===== src/rtl/wb_regfile.sv =====
// Write-back source select, 32 x 32-bit architectural register file and commit counter.
// Define WB_BYPASS_EN to make a same-cycle write visible on the ID read ports.
module wb_regfile #(
  parameter int NREG  = 32,
  parameter int CNT_W = 32
) (
  input  logic             clk,
  input  logic             rst_n,
  input  logic [1:0]       MemtoReg_wb_i,
  input  logic             RegWrite_wb_i,
  input  logic [31:0]      NPC_wb_i,
  input  logic [31:0]      MD_wb_i,
  input  logic [31:0]      ALUOut_wb_i,
  input  logic [31:0]      EXT_wb_i,
  input  logic [31:0]      RD_wb_i,
  input  logic [4:0]       RS_id_i,
  input  logic [4:0]       RT_id_i,
  output logic [31:0]      RD1_id_o,
  output logic [31:0]      RD2_id_o,
  output logic [31:0]      WD_wb_o,
  output logic             WE_wb_o,
  output logic [4:0]       WA_wb_o,
  output logic [CNT_W-1:0] wb_count_o
);

  logic [31:0]      rf_q [NREG];
  logic [CNT_W-1:0] cnt_q, cnt_d;
  logic [31:0]      wd_d;
  logic             we_d;
  logic [31:0]      rd1_d, rd2_d;
  logic             unused_rd_hi;

  // Upper destination bits carry no meaning in a 32-entry file.
  assign unused_rd_hi = ^RD_wb_i[31:5];

  assign WA_wb_o = RD_wb_i[4:0];

  always_comb begin
    wd_d = ALUOut_wb_i;
    case (MemtoReg_wb_i)
      2'b00:   wd_d = ALUOut_wb_i;
      2'b01:   wd_d = MD_wb_i;
      2'b10:   wd_d = NPC_wb_i;
      default: wd_d = EXT_wb_i;
    endcase
  end

  assign we_d    = RegWrite_wb_i & (RD_wb_i[4:0] != 5'd0) & rst_n;
  assign WD_wb_o = wd_d;
  assign WE_wb_o = we_d;
  assign cnt_d   = cnt_q + CNT_W'(1);

  always_comb begin
    rd1_d = (RS_id_i == 5'd0) ? 32'h0 : rf_q[RS_id_i];
    rd2_d = (RT_id_i == 5'd0) ? 32'h0 : rf_q[RT_id_i];
`ifdef WB_BYPASS_EN
    // we_d already excludes register 0, so the zero-read rule holds here.
    if (we_d && (RS_id_i == WA_wb_o)) rd1_d = wd_d;
    if (we_d && (RT_id_i == WA_wb_o)) rd2_d = wd_d;
`endif
  end

  assign RD1_id_o   = rd1_d;
  assign RD2_id_o   = rd2_d;
  assign wb_count_o = cnt_q;

  always_ff @(posedge clk) begin
    if (!rst_n) begin
      for (int i = 0; i < NREG; i++) rf_q[i] <= 32'h0;
      cnt_q <= '0;
    end else if (we_d) begin
      rf_q[WA_wb_o] <= wd_d;
      cnt_q         <= cnt_d;
    end
  end

endmodule


===== config.mk =====
export PLATFORM = sky130hd
export DESIGN_NAME = wb_regfile
export DESIGN_NICKNAME = d
export VERILOG_FILES = /design/src/rtl/wb_regfile.sv
export SDC_FILE = /design/constraint.sdc
export NUM_CORES = 2
export LEC_CHECK = 0
export ABC_AREA = 1
export CAP_MARGIN = 20
export CORE_MARGIN = 5
export CORE_UTILIZATION = 29
export DETAILED_ROUTE_END_ITERATION = 8
export PLACE_DENSITY = 0.45
export SLEW_MARGIN = 20
export SYNTH_ARGS = -nofsm -noshare
export SYNTH_HDL_FRONTEND = slang
export SYNTH_SLANG_ARGS = --single-unit

===== constraint.sdc =====
create_clock -name clk -period 3.1 [get_ports clk]
set_clock_uncertainty 0.2 [all_clocks]
set_input_delay 0.62 -clock clk [delete_from_list [all_inputs] [get_ports clk]]
set_output_delay 0.62 -clock clk [all_outputs]
set_load 0.02 [all_outputs]

==> results.toml <==
[outcome]
outcome = "finished, violations left"
violations = "negative setup slack"

[setup_path]
cp_class = "in -> out"
r2r_start = "wb_count_o[0]$_SDFFE_PN0P_"
r2r_cells = 8
crit-reg2reg-capture = "wb_count_o[24]$_SDFFE_PN0P_"
critical-path-top-delay-family = "buffers and inverters"
worstPathMaxFanout = 6
slowest_stage = "sky130_fd_sc_hd__buf_16"
critPathLaunch = "RT_id_i[0]"
critPathMaxStageDelay_ns = 0.17
worst_setup_start_kind = "primary input"
reg2reg_setup_slack_ns = 0.73
cp.depth = 14
cp.buffers_inverters = 6
timing.critical_path.to_type = "output pin"
worst-endpoint-arrival_ns = 2.36
critPathCapture = "RD2_id_o[31]"
worstPathRequired_ns = 2.28
timing.critical_path.cells = "buf_16 -> buf_12 -> buf_16 -> buf_12 -> buf_4 -> nand2_1 -> nand3_1 -> nand3_2 -> nand2_2 -> nand2_1 -> nand3_4 -> nand2_4 -> nor2_4 -> buf_6"

[placed_design]
place.detailed.hpwl_mm = 189
io_buffer_count = 281
pre_cts_slack_ns = -0.662
place_congestion = 0.912

[sta]
unrepaired_setup_endpoints_after_global_routing = "yes"
max_slew.worst_pin.slew_ns = 0.869
timing.slew.headroom_pct = 42.1
fin_crit_ns = 3.18
hold_violations_final = 0
tns_ns = -0.773
fmax_ghz = 0.314
period_share_pct = 103
setup_viol = 21
finalMaxSlewViolations = 0
fin_ws_ns = -0.0809

[floorplanning]
die_h_um = 461
row_count = 165
num_io_pins = 309
die_width_um = 461
initial_standard_cell_utilization_of_the_core_pct = 29.1
floorplan.die_area_um2 = 212000
floorplan.core_area_um2 = 202000

[global_routing]
grt_start_max_net_pins = 49
total_global_routing_overflow = 0
first_global_vias = 56893
wire_length_of_the_first_global_routing_pass_mm = 416
antenna_violations_before_repair = 7
grt_use_total_pct = 27.1

[clock_tree]
cts.sinks = 1056
clk_latency_ns = 0.79
clock_tree.root_cell = "sky130_fd_sc_hd__clkbuf_16"
clock_buffers_created_by_tritoncts = 133
ctsLongestPathBuffers = 3
clock_tree.htree_level_count = 4
clkTransAtPathRegs_ns = 0.05
cts_tree = "yes"

[drt]
drtPass1Iterations = 8
routed_wire_length_per_instance_um = 26.8
route.detailed.drc = 0
route.final.wire_length_mm = 301
routed-via-count = 60504
via_per_inst = 5.40
first_iter_violations = 7939
ant_nets = 0

[synthesis]
synth_flop_cell = "sky130_fd_sc_hd__edfxtp_1"
count_of_warnings_emitted_by_yosys = 0
syn-mean-instance-area_um2 = 7.67
post-synth-top-area-fraction_pct = 52.2
synth-seq-cells = 1056
yosys-top-cells-area = "sky130_fd_sc_hd__edfxtp_1 52%, sky130_fd_sc_hd__nand2_1 17%, sky130_fd_sc_hd__nand3_1 12%"
synth_area_leader_cell = "sky130_fd_sc_hd__edfxtp_1"
post_synth_inst_count = 7681
post_synth_instance_area_um2 = 58900
synth-edff-count = 1024
yosysUniqueCellTypes = 29
async_sr_flop_fraction_pct = 0
sequential_fraction_of_the_synthesis_area_pct = 53.3

[finish]
layout-drive-gt1-share_pct = 22.9
area_growth_pct = 41.3
final_nets = 8610
final_common_cell = "sky130_fd_sc_hd__nand2_1"
mostFrequentLayoutCells = "2377 x sky130_fd_sc_hd__nand2_1, 1218 x sky130_fd_sc_hd__nand3_1, 1200 x sky130_fd_sc_hd__nor2_1"

[pwr]
vdd_drop_max_mv = 0.611
cellPowerDensity_nw_per_um2 = 483
total_leakage_power_nw = 34.2

[job]
maxCapViolCount = 0

[hold_path]
hold_path.class = "in -> reg"
[metal layers]
layer / wire (µm) / part of all wire, % / global-route usage, % / up-vias
met5: 0 / 0 / 0 / -
met4: 15300 / 5.1 / 11.6 / 0
met3: 29600 / 9.8 / 4.88 / 660
met2: 134000 / 44 / 42.3 / 3558
met1: 122000 / 41 / 36.9 / 29416
li1: - / - / - / 26870
[stage by stage]
| step | cells | instance area (µm²) | power, mW | hold WS, ns | utilization [%] |
|---|---|---|---|---|---|
| final | 11203 | 83200 | 40.2 | 0.210 | 41.2 |
| after global routing | 11202 | 83200 | 41.5 | 0.203 | 41.2 |
| after CTS | 11118 | 79800 | 39.7 | 0.171 | 39.5 |
| after detailed placement | 10731 | 71300 | 24.1 | 0.296 | 35.3 |
| after global placement | 10731 | 71300 | 24.0 | 0.292 | 35.3 |
| after floorplan | 7712 | 59000 | 20.3 | 0.358 | - |
[logic make-up after synthesis]
group / after synthesis / share of synthesized area, %
compound gates: 311 / 2.84
simple gates: 5507 / 38.3
fa+ha+maj: 1 / 0.0212
flops: 1056 / 53.3
other cells: 1 / 0.00637
xor+xnor: 3 / 0.0446
buf+inv: 802 / 5.55
[flip-flops by register name, summed over array words and instances (netlist names)]
name        flops
wb_count_o     32
rf_q         1024
[final cells by class]
| class | instances | area, µm² |
|---|---|---|
| fillers | 19890 | 119000 |
| diodes | 1 | 2.50 |
| repair inverters | 4 | 47.5 |
| inverters | 145 | 668 |
| repair buffers | 1240 | 16400 |
| well taps | 2672 | 3340 |
| clock buffers | 168 | 3540 |
| clock inverters | 63 | 455 |
| flip-flops and latches | 1056 | 31400 |
| multi-input cells | 5854 | 27400 |
[worst min path at each step]
stage | startpoint | endpoint | slack (ns) | depth (start not counted)
floorplan | wb_count_o[3]$_SDFFE_PN0P_ | wb_count_o[3]$_SDFFE_PN0P_ | 0.36 | 1
global placement | wb_count_o[1]$_SDFFE_PN0P_ | wb_count_o[1]$_SDFFE_PN0P_ | 0.29 | 2
detailed placement | wb_count_o[1]$_SDFFE_PN0P_ | wb_count_o[1]$_SDFFE_PN0P_ | 0.30 | 2
CTS | rst_n | wb_count_o[2]$_SDFFE_PN0P_ | 0.17 | 6
global route | rst_n | wb_count_o[2]$_SDFFE_PN0P_ | 0.20 | 6
finish | rst_n | wb_count_o[2]$_SDFFE_PN0P_ | 0.21 | 6
[what timing repair did]
item / 4_1_cts / 5_1_grt
gates cloned: 50 / 30
setup buffers: 113 / 86
resized for setup: 759 / 681
pin swaps: 156 / 331
endpoints found under the hold margin: 0 / 0
hold buffers: 0 / 0
setup endpoints to repair: 96 / 65
[synthesized netlist by cell type (all sizes together), types with 2 or more instances]
cell type	n
nor3b	2
o21a	12
xor2	2
a22o	22
nor3	16
a21oi	115
nor2	1348
nand4	12
edfxtp	1024
nand3b	2
nand3	1431
inv	142
buf	275
clkinv	3
dfxtp	32
clkbuf	382
nand2	2695
o21ai	160
[worst min-delay path: stages]
cell,delay (ns)
sky130_fd_sc_hd__buf_2,0.11
sky130_fd_sc_hd__nand3_2,0.08
sky130_fd_sc_hd__inv_2,0.08
sky130_fd_sc_hd__buf_4,0.14
sky130_fd_sc_hd__nand2_1,0.05
sky130_fd_sc_hd__a211oi_1,0.06
[where the power goes]
group          total (mW)  switching [mW]  internal (mW)
registers            16.9           0.442           16.4
clock network        14.9            6.47           8.40
logic                8.48            5.19           3.29
No activity file was read; power rests on OpenSTA's default activity.
